$ cat src/rtl/uart_tx_arb.sv
// Round-robin, packet-locked arbiter sharing one UART transmitter between N_SRC byte sources.
// Optional stall timeout is compiled in with `define UART_TX_ARB_TIMEOUT_EN.
module uart_tx_arb #(
  parameter int N_SRC       = 4,
  parameter int TIMEOUT_CYC = 1024
) (
  input  logic               clk,
  input  logic               nRst,
  input  logic [N_SRC-1:0]   req,
  input  logic [N_SRC-1:0]   last,
  input  logic [8*N_SRC-1:0] data,
  output logic [N_SRC-1:0]   ack,
  output logic [N_SRC-1:0]   grant,
  output logic [7:0]         tx_data,
  output logic               tx_out,
  input  logic               tx_busy,
  output logic               timeout
);

  localparam int PW = (N_SRC > 1) ? $clog2(N_SRC) : 1;
  localparam logic [1:0] IDLE    = 2'd0;
  localparam logic [1:0] SEND    = 2'd1;
  localparam logic [1:0] RELEASE = 2'd2;
  localparam logic [N_SRC-1:0] ONE = N_SRC'(1);

  generate
    if (N_SRC < 2 || N_SRC > 8 || TIMEOUT_CYC < 1) begin : g_bad_param
      $error("uart_tx_arb: N_SRC must be 2..8 and TIMEOUT_CYC at least 1");
    end
  endgenerate

  logic [1:0]    state;
  logic [PW-1:0] ptr;
  logic [PW-1:0] owner;
  logic [PW-1:0] pick_idx;
  logic [PW-1:0] cand;
  logic          pick_found;
  logic          issue;
  logic          timeout_fire;

  // First requester strictly after the last released owner, wrapping around.
  always_comb begin
    pick_found = 1'b0;
    pick_idx   = '0;
    cand       = '0;
    for (int k = 1; k <= N_SRC; k++) begin
      cand = PW'((int'(ptr) + k) % N_SRC);
      if (!pick_found && req[cand]) begin
        pick_found = 1'b1;
        pick_idx   = cand;
      end
    end
  end

  // tx_out high means the UART has not yet raised busy for the byte just loaded.
  assign issue = (state == SEND) && req[owner] && !tx_busy && !tx_out;

`ifdef UART_TX_ARB_TIMEOUT_EN
  localparam int CW = (TIMEOUT_CYC > 1) ? $clog2(TIMEOUT_CYC) : 1;
  logic [CW-1:0] stall_cnt;

  assign timeout_fire = (state == SEND) && !issue && req[owner] &&
                        (stall_cnt == CW'(TIMEOUT_CYC - 1));

  always_ff @(posedge clk or negedge nRst) begin
    if (!nRst) begin
      stall_cnt <= '0;
      timeout   <= 1'b0;
    end else begin
      timeout <= timeout_fire;
      if (state != SEND || issue)
        stall_cnt <= '0;
      else if (stall_cnt != '1)
        stall_cnt <= stall_cnt + 1'b1;
    end
  end
`else
  assign timeout_fire = 1'b0;
  assign timeout      = 1'b0;
`endif

  // Grant drops as soon as the packet ends so two dead cycles separate packets.
  always_ff @(posedge clk or negedge nRst) begin
    if (!nRst) begin
      state   <= IDLE;
      grant   <= '0;
      owner   <= '0;
      ptr     <= PW'(N_SRC - 1);
      ack     <= '0;
      tx_out  <= 1'b0;
      tx_data <= '0;
    end else begin
      ack    <= '0;
      tx_out <= 1'b0;
      case (state)
        IDLE: begin
          if (pick_found) begin
            grant <= ONE << pick_idx;
            owner <= pick_idx;
            state <= SEND;
          end
        end
        SEND: begin
          if (issue) begin
            tx_data <= data[{owner, 3'b000} +: 8];
            tx_out  <= 1'b1;
            ack     <= grant;
            if (last[owner]) begin
              grant <= '0;
              state <= RELEASE;
            end
          end else if (!req[owner] || timeout_fire) begin
            grant <= '0;
            state <= RELEASE;
          end
        end
        RELEASE: begin
          grant <= '0;
          ptr   <= owner;
          state <= IDLE;
        end
        default: state <= IDLE;
      endcase
    end
  end

endmodule

$ cat config.mk
export PLATFORM = sky130hd
export DESIGN_NAME = uart_tx_arb
export DESIGN_NICKNAME = d
export VERILOG_FILES = /design/src/rtl/uart_tx_arb.sv
export SDC_FILE = /design/constraint.sdc
export NUM_CORES = 1
export LEC_CHECK = 0
export ABC_AREA = 0
export CAP_MARGIN = 20
export CORE_AREA = 2 2 56 68
export CTS_CLUSTER_DIAMETER = 200
export DETAILED_ROUTE_END_ITERATION = 8
export DIE_AREA = 0 0 58 70
export GPL_TIMING_DRIVEN = 0
export PLACE_DENSITY = 0.75
export SYNTH_ARGS = -nofsm -noshare
export SYNTH_HDL_FRONTEND = slang
export SYNTH_SLANG_ARGS = --single-unit
$ cat constraint.sdc
create_clock -name clk -period 5.1 [get_ports clk]
set_input_delay 1.275 -clock clk [delete_from_list [all_inputs] [get_ports clk]]
set_output_delay 1.275 -clock clk [all_outputs]
set_load 0.005 [all_outputs]
==> results of run 1 <==
-- cell families after synthesis --
logic type                 Yosys count  share of synthesized area [%]
and+or+nand+nor                     31                           13.4
muxes                               27                           30.8
AOI/OAI and AO/OA                   10                           5.89
other                                1                          0.285
buffers and inverters                6                           1.99
adders and majority gates            4                           3.80
DFF                                 23                           43.9
-- synthesized netlist by cell type (3+ instances only) --
master | instances | share of area [%]
sky130_fd_sc_hd__nand2_1 | 3 | 0.85
sky130_fd_sc_hd__mux2_2 | 3 | 2.6
sky130_fd_sc_hd__mux2_1 | 9 | 7.7
sky130_fd_sc_hd__dfrtp_1 | 21 | 40
sky130_fd_sc_hd__nor2_1 | 7 | 2.0
sky130_fd_sc_hd__nor3_1 | 3 | 1.1
sky130_fd_sc_hd__mux2_4 | 4 | 4.6
sky130_fd_sc_hd__nand2b_1 | 6 | 2.8
sky130_fd_sc_hd__mux4_2 | 8 | 14
sky130_fd_sc_hd__ha_1 | 4 | 3.8
sky130_fd_sc_hd__and3_1 | 4 | 1.9
sky130_fd_sc_hd__mux2i_1 | 3 | 2.3
-- critical path: cells and delay by family --
| kind | cells | cell delay (ns) |
|---|---|---|
| muxes | 1 | 0.30 |
| buffers and inverters | 1 | 0.48 |
| and+or+nand+nor | 4 | 1.14 |
-- how the worst max path moves through the flow --
stage / start / to / slack, ns / cells after the start
final: req[1] / grant[1] / 2.06 / 6
after floorplan: tx_busy / grant[0] / 2.33 / 4
after global placement: tx_busy / grant[3] / 1.85 / 5
after global routing: req[1] / grant[1] / 1.91 / 6
after CTS: req[1] / grant[1] / 2.06 / 6
after detailed placement: req[1] / grant[1] / 1.85 / 6
-- registers in the layout (all words and copies together) (netlist names) --
| register | count |
|---|---|
| tx_out | 1 |
| owner | 2 |
| grant | 4 |
| tx_data | 8 |
| state | 2 |
| ptr | 2 |
| ack | 4 |
-- per-stage QoR --
step	instances	util (%)	hold slack, ns
after CTS	204	57.5	0.500
after detailed placement	200	56.2	0.481
after global routing	205	58.3	0.515
final	205	58.3	0.495
after global placement	200	56.2	0.477
after floorplan	102	-	0.489
-- metal layers --
metal	vias to the layer above	wire length, um
li1	503	-
met1	539	1220
met2	27	1780
met3	2	133
met4	0	24
met5	-	0
-- area by class of cell --
type / count / share of cell area [%]
sequential: 23 / 28.5
inverter: 3 / 0.555
buffer: 3 / 0.739
clock inverter: 1 / 0.246
timing repair buffer: 60 / 30.4
clock buffer: 3 / 2.03
tap: 39 / 2.40
multi-input combinational: 73 / 35.1
-- where the power goes --
| group | switching (mW) | leakage [nW] | internal [mW] | total, mW |
|---|---|---|---|---|
| Clock | 0.0586 | 0.0255 | 0.0546 | 0.113 |
| Combinational | 0.188 | 0.545 | 0.309 | 0.497 |
| Sequential | 0.0512 | 0.287 | 0.258 | 0.309 |
| Total | 0.297 | 0.857 | 0.622 | 0.919 |
==> results.md, run 1 <==
Run status:
- The run finished with clean final reports.

Logic synthesis:
- Each instance of the synthesized netlist takes up on average 12.9 sq um.
- In the synthesized netlist the async set-or-reset flop fraction comes to 100%.
- Yosys printed 0 warnings.
- The number of different library cells in the post-synthesis netlist is 37.
- The number of nets handed over by synthesis was 149.
- The count of flip-flops with a built-in enable after synthesis is 0.
- The dominant synthesized flop cell is sky130_fd_sc_hd__dfrtp_1.
- Counting every instance in the synthesized netlist gives 102.
- For this run, the register share of the synthesized area comes to 43.9%.
- The synthesized design contains 23 register bits.
- The post-synthesis instance area is 1320 sq um.

Critical path:
- The delay of the slowest cell on the worst path is 0.48 ns.
- The cell with the largest stage delay on the worst path is sky130_fd_sc_hd__clkdlybuf4s50_1.
- The worst reg2reg path endpoint is tx_data[3].
- The critical path goes through clkdlybuf4s50_1, or2_1, nor3_1, and2_1, or3_4, mux2_4.
- The critical path class is primary input to flop.
- The endpoint kind of the worst setup timing path is a flop.
- The startpoint of the worst-slack reg-to-reg timing path is state[1].
- The startpoint kind of the worst setup timing path is a primary input.
- The number of cells on the worst reg-to-reg path is 6.
- Data arrives at the worst endpoint at 3.20 ns.
- Along the worst path, the maximum fanout reaches 5.
- In this run the register-to-register setup slack is 3.04 ns.
- The required time of the critical path is 5.26 ns.

Final layout:
- The sequential cell area in the final layout is 578 sq um.
- The repair_antennas step left the layout with diodes totalling 0.
- In the layout the commonest cells are sky130_fd_sc_hd__clkdlybuf4s50_1, sky130_fd_sc_hd__dfrtp_1, sky130_fd_sc_hd__mux2_1.
- Compared with the post-synthesis result, the final layout area differs by 54.1%.
- The share of post-route cells with drive strength above 1 is 16.9%.
- The multi-input combinational cells in the finished layout cover a total of 713 sq um.
- The finished cells cover 2030 sq um.
- The layout has 296 filler cells.
- At the end of the flow, the number of nets in the layout was 214.
- The library cell used most frequently in the layout, excluding fill and tap cells, is sky130_fd_sc_hd__clkdlybuf4s50_1.

Global routing:
- The number of antenna violations at the first check in global routing is 0.
- Global routing used 16.3% of the available tracks.
- The busiest layer in global routing is met2.
- Global routing used 17.3% of the available met1 tracks.
- The number of global-route vias before repair is 1088.
- The global-route wire length before repair is 5100 um.
- Entering global routing, the biggest net connects 24 pins.
- Global routing consumed, on the met2 layer, 31.9% of the routing resources.
- The met3 track demand over resource in global routing is 2.59%.
- The total overflow left after global routing is 0.

Floorplan:
- The die is 58 um wide.
- The floorplan step defined a die boundary enclosing 4060 sq um.
- The row count is 24.
- The area of the core is 3480 sq um.
- Once the floorplan was initialized, standard cells occupied 37.8% of the core.
- The number of primary I/O pins is 61.
- From bottom edge to top edge, the die measures 70 um.

Route:
- The count of nets left with antenna violations once routing finished came out at 0.
- The total iterations of the first detailed-routing run is 4.
- The via density per instance is 5.22.
- The number of vias after detailed routing is 1071.
- The wire length per cell after detailed routing is 15.4 um.
- The iteration-0 DRC count of the detailed router is 31.
- For this run, design rule violations remaining after detail routing come to 0.
- For this block, the routed nets add up to 3160 um of wire.

Timing:
- The final count of pins violating max slew is 0.
- The relative slew slack is 50.1%.
- The worst path uses 59.6% of the clock period.
- The total setup violations reported at the end of the flow is 0.
- The shortest period the worst path allows is 3.04 ns.
- For this run, the top clock speed supported by timing is 329 MHz.
- After routing, the total negative slack on setup checks comes to 0 ns.
- At the pin with the least slew margin, the transition time is 0.748 ns.
- Setup repair after global routing left no endpoint under its margin.
- The final clock skew is 0.00601 ns.
- The number of endpoints with negative hold slack in the final report is 0.
- Across all setup checks in the final design, the least slack found is 2.06 ns.

Clocking:
- Clock tree synthesis found a total of 23 sinks.
- At the later pin of the worst-skew pair, clock insertion delay measures 0.27 ns.
- The CTS clock-pin slew for the worst setup and hold paths is 0.08 ns.
- The post-cts gate resize count is 0.
- The largest buffer count on any clock path is 2.
- In this run the number of H-tree levels came out at 1.
- The clock tree from TritonCTS is done.
- The post-cts hold buffer count is 0.
- The tree is rooted in a sky130_fd_sc_hd__clkbuf_8.
- Counting the buffers created by CTS gives 3.
- The number of buffers inserted to repair setup after CTS is 0.

Min path:
- The worst min-delay path startpoint is tx_data[5].
- The worst hold path terminates at tx_data[5].
- Along the worst hold path, the cell count comes to 1.
- The tightest min-delay check is of the flop to flop type.

Pwr:
- In this run the static leakage power is 0.857 nW.
- Dividing total power by cell area gives a power density of 453 nW/um^2.
- The completed layout was analyzed and its total power is 0.919 mW.
- IR analysis of the VDD net gives a maximum drop of 0.000273 V.

Job:
- Max-cap violations in this run came to 0.

Placed design:
- Once placement finished, the instance area stood at 1960 sq um.
- The total half-perimeter wirelength after legalization and detailed placement is 2560 um.
- The final weighted congestion in routability-driven placement is 0.735.
- The count of buffers added on input and output ports is 59.
- Prior to clock tree synthesis, the placed netlist has a worst setup slack of 1.85 ns.
(Power assumes the default switching activity.)
==> inputs of run 2 (changes only) <==
==> constraint.sdc (replaced) <==
create_clock -name clk -period 2.92 [get_ports clk]
set_input_delay 0.73 -clock clk [delete_from_list [all_inputs] [get_ports clk]]
set_output_delay 0.73 -clock clk [all_outputs]
set_load 0.005 [all_outputs]
==> results of run 2 <==
Same layout as run 1 (identical final DEF). Status: finished clean.
Main changes from that run: setup slack after placement 1.85 ns -> 0.215 ns; setup slack after layout 2.06 ns -> 0.427 ns; register-to-register setup slack 3.04 ns -> 0.86 ns; total power 0.919 mW -> 1.61 mW; worst IR drop on VDD 0.000273 V -> 0.000478 V
